--- config.mk ---
export PLATFORM = sky130hd
export DESIGN_NAME = zbt_frame_arbiter
export DESIGN_NICKNAME = d
export VERILOG_FILES = /design/src/rtl/zbt_frame_arbiter.sv
export SDC_FILE = /design/constraint.sdc
export NUM_CORES = 1
export LEC_CHECK = 0
export CAP_MARGIN = 5
export CORE_AREA = 2 2 118 120
export DETAILED_ROUTE_END_ITERATION = 7
export DIE_AREA = 0 0 120 122
export GPL_TIMING_DRIVEN = 0
export HOLD_SLACK_MARGIN = 0.12
export PLACE_DENSITY = 0.82
export SLEW_MARGIN = 5
export SYNTH_ARGS = -nofsm -noshare
export SYNTH_HDL_FRONTEND = slang
export SYNTH_SLANG_ARGS = --single-unit
--- constraint.sdc ---
create_clock -name clk -period 3.7 [get_ports clk]
set_input_delay 0.37 -clock clk [delete_from_list [all_inputs] [get_ports clk]]
set_output_delay 0.37 -clock clk [all_outputs]
set_load 0.005 [all_outputs]
--- src/rtl/zbt_frame_arbiter.sv ---
// rtl/zbt_frame_arbiter.sv - single-port ZBT arbiter for VGA, camera and transform requesters
module zbt_frame_arbiter #(
    parameter int ADDR_W       = 19,
    parameter int DATA_W       = 36,
    parameter int ZBT_LATENCY  = 2,
    parameter int STARVE_LIMIT = 8
) (
    input  logic              clk,
    input  logic              reset,
    input  logic              cam_enable,
    input  logic              v_req,
    input  logic [ADDR_W-1:0] v_addr,
    output logic              v_gnt,
    output logic              v_rvalid,
    output logic [DATA_W-1:0] v_rdata,
    input  logic              c_req,
    input  logic [ADDR_W-1:0] c_addr,
    input  logic [DATA_W-1:0] c_wdata,
    output logic              c_gnt,
    input  logic              t_req,
    input  logic              t_we,
    input  logic [ADDR_W-1:0] t_addr,
    input  logic [DATA_W-1:0] t_wdata,
    output logic              t_gnt,
    output logic              t_rvalid,
    output logic [DATA_W-1:0] t_rdata,
    output logic              mem_we,
    output logic [ADDR_W-1:0] mem_addr,
    output logic [DATA_W-1:0] mem_wdata,
    input  logic [DATA_W-1:0] mem_rdata
);

    localparam int SW    = $clog2(STARVE_LIMIT + 1);
    localparam int TAG_D = ZBT_LATENCY + 1;

    logic [SW-1:0]    starve_cnt;
    logic [TAG_D-1:0] v_tag;
    logic [TAG_D-1:0] t_tag;
    logic             t_force;
    logic             c_elig;

    always_comb begin
        v_gnt   = 1'b0;
        c_gnt   = 1'b0;
        t_gnt   = 1'b0;
        c_elig  = c_req & cam_enable;
        t_force = t_req && (starve_cnt == SW'(STARVE_LIMIT));
        if (!reset) begin
            if (t_force)     t_gnt = 1'b1;
            else if (v_req)  v_gnt = 1'b1;
            else if (c_elig) c_gnt = 1'b1;
            else if (t_req)  t_gnt = 1'b1;
        end
    end

    always_ff @(posedge clk) begin
        if (reset) begin
            starve_cnt <= '0;
            mem_we     <= 1'b0;
            mem_addr   <= '0;
            mem_wdata  <= '0;
            v_tag      <= '0;
            t_tag      <= '0;
        end else begin
            if (t_gnt || !t_req)
                starve_cnt <= '0;
            else if (starve_cnt != SW'(STARVE_LIMIT))
                starve_cnt <= starve_cnt + 1'b1;

            mem_we <= c_gnt | (t_gnt & t_we);
            // Write data only moves on writes; reads and idle cycles leave the bus parked.
            if (v_gnt) begin
                mem_addr <= v_addr;
            end else if (c_gnt) begin
                mem_addr  <= c_addr;
                mem_wdata <= c_wdata;
            end else if (t_gnt) begin
                mem_addr <= t_addr;
                if (t_we)
                    mem_wdata <= t_wdata;
            end

            v_tag <= {v_tag[TAG_D-2:0], v_gnt};
            t_tag <= {t_tag[TAG_D-2:0], t_gnt & ~t_we};
        end
    end

    assign v_rvalid = v_tag[TAG_D-1];
    assign t_rvalid = t_tag[TAG_D-1];
    assign v_rdata  = mem_rdata;
    assign t_rdata  = mem_rdata;

endmodule

# Word-level counts from Yosys, hierarchy flattened
# Cells that the tools add are included.
# word_totals
reg_bits,66
wordCells,41
latchBits,0
rom_bits,0
ram_bits,0
inputBits,172
n_memories,0
output_inout_bits,133
# classes
n_bitwise,6
n_shift,0
muxes,18
reduce_logical,8
n_lt_le_gt_ge,0
addsub,1
multipliers,0
div,0
n_eq_ne,2
# ops
op,n
$mux W36,3
$mux W19,3
$mux W1,12
$add A4 B1 Y4 const B,1
$eq A4 B4 Y1 const B,1
$ne A4 B4 Y1 const B,1
$reduce_bool A2 Y1,2
$and A1 B1 Y1,3
$reduce_and A3 Y1,1
$reduce_bool A3 Y1,1
$not A1 Y1,2
$reduce_or A2 Y1,1
$logic_and A1 B1 Y1,1
$logic_not A1 Y1,1
$logic_or A1 B1 Y1,1
$or A1 B1 Y1,1

# Depth between registers and ports, before layout
# logic_depth
depth_word,8
ltp_mapped,9
depth_no_buf,6

# Worst setup path before layout
# No wires, ideal clock.
# synth_path
path_kind,flip-flop to flip-flop
from,register starve_cnt[0]
to,register mem_wdata[33]
stages_incl_launch_ff,9
setup_ps,95
synth_period_minus_slack_ps,1851
slack_ps,1849
arrival_ps,1755
required_time_ps,3605
n_path_buf,2
cell_sequence,dfxtp_1 inv_1 ha_1 and4b_1 buf_6 o21ai_4 o21ai_2 buf_2 a221oi_1
# synth_via
elab_chain_cells,6
word_cells_on_any_way,13
cone_classes,1 x eq/ne; 7 x mux; 1 x bitwise; 4 x reduce/logical
# synth_rtl
item,line_no,source
from (decl),36,logic [SW-1:0] starve_cnt;
from (signal assigned),68,starve_cnt <= starve_cnt + 1'b1;
$eq A4 B4 Y1 *,47,t_force = t_req && (starve_cnt == SW'(STARVE_LIMIT));
$logic_and A1 B1 Y1 *,47,
$mux W1,49,if (t_force) t_gnt = 1'b1;
$mux W1,48,if (!reset) begin
$reduce_bool A2 Y1 (no source line) or $not A1 Y1 (tied branches),-,
$reduce_and A3 Y1 (no source line),-,
to (signal assigned),76,mem_wdata <= c_wdata;
to (signal assigned),80,mem_wdata <= t_wdata;
to (decl),29,"output logic [DATA_W-1:0] mem_wdata,"
# Mark *: on every way between the ends. The rest lies on a longest branch, timed or not.
# A chain may end at the register's enable or synchronous reset.

# Worst setup path in the final report
# layout_path
from,register starve_cnt[0]
to,output c_gnt
# layout_via
elab_chain_cells,4
# layout_rtl
item,line_no,source
$eq A4 B4 Y1,47,
$logic_and A1 B1 Y1,47,
$mux W1,49,
$mux W1,48,
to (decl),19,"output logic c_gnt,"
# Every way passes these cells.

==> flow_summary.yaml <==
cts:
  cts.path.max_buffers: 2
  cts-root-buf: "clkbuf_16"
  cts_tree: "built"
  htree_num_levels: 3
  clk_pin_slew_worst_paths_ps: 50
  cts_setup_buffers: 0
  cts_resized: 0
  clk_latency_ps: 340
  hold_buffers: 0
  cts_buffers: 9
  numClockSinks: 66
routing:
  ant_nets: 0
  num_vias: 3961
  avgRoutedWirePerCell_um: 14.7
  drtPass1Iterations: 5
  via_per_inst: 4.54
  drt_iter0_markers: 134
  post-route-drc-count: 0
  wirelength_um: 12800
synth:
  syn_nets: 582
  ys_ff_latch: 66
  synth_area_mm2: 0.00362
  seq_area_frac_synth_pct: 36.5
  synth.avg_cell_area_um2: 8.87
  syn_inst: 408
  synth.distinct_cells: 32
  yosys_warnings: 0
cells_and_area:
  final_cell_mix: "268 x clkdlybuf4s50_1, 73 x buf_4, 66 x dfxtp_1, 60 x nor2_1, 39 x nand2_1"
  fin_util_pct: 50.9
  layout-drive-gt1-share_pct: 16.3
  nNetsFinal: 861
  layout_commonest_cell: "clkdlybuf4s50_1"
  areaGrowthSynthToFinish_pct: 89.7
  antenna_cells: 0
  fin_cells: 872
grt:
  grt_pass1_vias: 3877
  grt_max_degree: 12
  grt_pass1_wl_um: 19200
  overflow: 0
  grt_antenna_before_repair: 0
  grtUsageTotal_pct: 16.8
die:
  die_area_mm2: 0.0146
  core_mm2: 0.0135
  ios: 305
  start_util_pct: 26.8
  die_height_um: 122
  die_w_um: 120
  rows: 43
timing:
  period_minus_slack_ps: 2930
  skew_ps: 4.77
  setup_ws_ps: 766
  maxSlewHeadroom_pct: 54.3
  final-hold-violation-count: 0
  finalSetupTns_ps: 0
  drv_slew: 0
  worst_pin_slew_ps: 685
  rsz0062_at_grt: "false"
  fmax_mhz: 341
  period_share_pct: 79.3
  setup-violations-final: 0
setup_path:
  crit_required_ps: 3330
  cp-end-kind: "output pin"
  startpoint_type: "flip-flop"
  critPathKind: "reg2out"
  crit_path_max_fanout: 10
  crit_arrival_ps: 2560
outcome:
  status: "finished clean"
pwr:
  worst_ir_drop_vdd_mv: 0.195
  power_w: 0.00231
  cellLeakagePower_nw: 2.57
  cellPowerDensity_mw_per_mm2: 336
worst_hold_path:
  worstHoldPathType: "reg2reg"
placed_design:
  place_congestion: 0.716
  dp_cells: 856
  dp_hpwl_um: 10200
  port_buffers: 268
  dp_slack_ps: 831
run:
  maxCapViolCount: 0
## report_power, final
part | total (W) | leakage, nW | switching (W) | internal, W
sequential | 0.000782 | 0.543 | 0.0000231 | 0.000759
clock | 0.000967 | 0.165 | 0.000323 | 0.000644
combinational | 0.000559 | 1.86 | 0.000182 | 0.000377
## synth_stat cells, drive strengths merged
library cell,count,share of area [%]
a21o,1,0.21
a21oi,1,0.14
a221oi,36,10
a311oi,19,4.6
and4b,1,0.28
buf,83,17
clkbuf,19,2.0
dfxtp,66,36
ha,2,0.69
inv,3,0.31
mux2i,36,10
nand2,39,4.0
nand2b,3,0.52
nand3,1,0.14
nand3b,3,0.62
nor2,61,6.4
nor2b,6,1.0
nor3,2,0.59
nor3b,2,0.41
o21a,1,0.21
o21ai,21,3.3
or2,1,0.17
xor2,1,0.24
## stage by stage
step                hold slack (ps)  instance area [um2]
global placement                421                 6530
finish                          436                 6870
detailed placement              428                 6530
CTS                             441                 6870
global route                    456                 6870
floorplan                       414                 3620
## routing by layer
metal	track usage [%]	vias to the layer above	wire, um
met4	7.13	0	312
met5	0	-	0
met2	29.8	213	6290
met1	17.8	1795	4950
li1	-	1928	-
met3	6.37	25	1280
## path summary, 6_finish.rpt
path | startpoint | cells after the start | endpoint | slack (ps)
hold / removal | t_tag[0]$_SDFF_PP0_ | 1 | t_tag[1]$_SDFF_PP0_ | 440
setup / recovery | starve_cnt[0]$_SDFFE_PP0P_ | 8 | c_gnt | 770
setup reg to reg | starve_cnt[0]$_SDFFE_PP0P_ | 8 | mem_wdata[13]$_SDFFE_PP0P_ | 1420
hold reg to reg | t_tag[0]$_SDFF_PP0_ | 1 | t_tag[1]$_SDFF_PP0_ | 440
## cell families after synthesis
kind of cell,count (synthesis),synth area share [%]
AND/OR/NAND/NOR,119,14.2
adder cells (fa/ha/maj),2,0.691
flip-flops,66,36.5
XOR/XNOR,1,0.242
AO/OA/AOI/OAI,79,18.7
buffers and inverters,105,19.7
multiplexers,36,9.95
## state kept, by name, summed over array words and instances, names as in the netlist
signal and count:
t_tag 3, mem_addr 19, mem_we 1, starve_cnt 4, mem_wdata 36, v_tag 3
## critical path: stages (launching register included)
cell and delay (ps):
dfxtp_1 370, inv_1 60, ha_1 200, and4b_1 190, buf_6 150, nor3_4 200
buf_6 230, buf_2 270, clkdlybuf4s50_1 550
## area by class of cell
cell class,instances,area (um2)
plain buffers,102,702
clock buffers,12,267
clock inverters,4,72.6
fillers,1280,6640
inverters,3,11.3
multi-input cells,237,1590
flip-flops and latches,66,1320
well taps,180,225
repair buffers,268,2680
(Power assumes the default switching activity.)
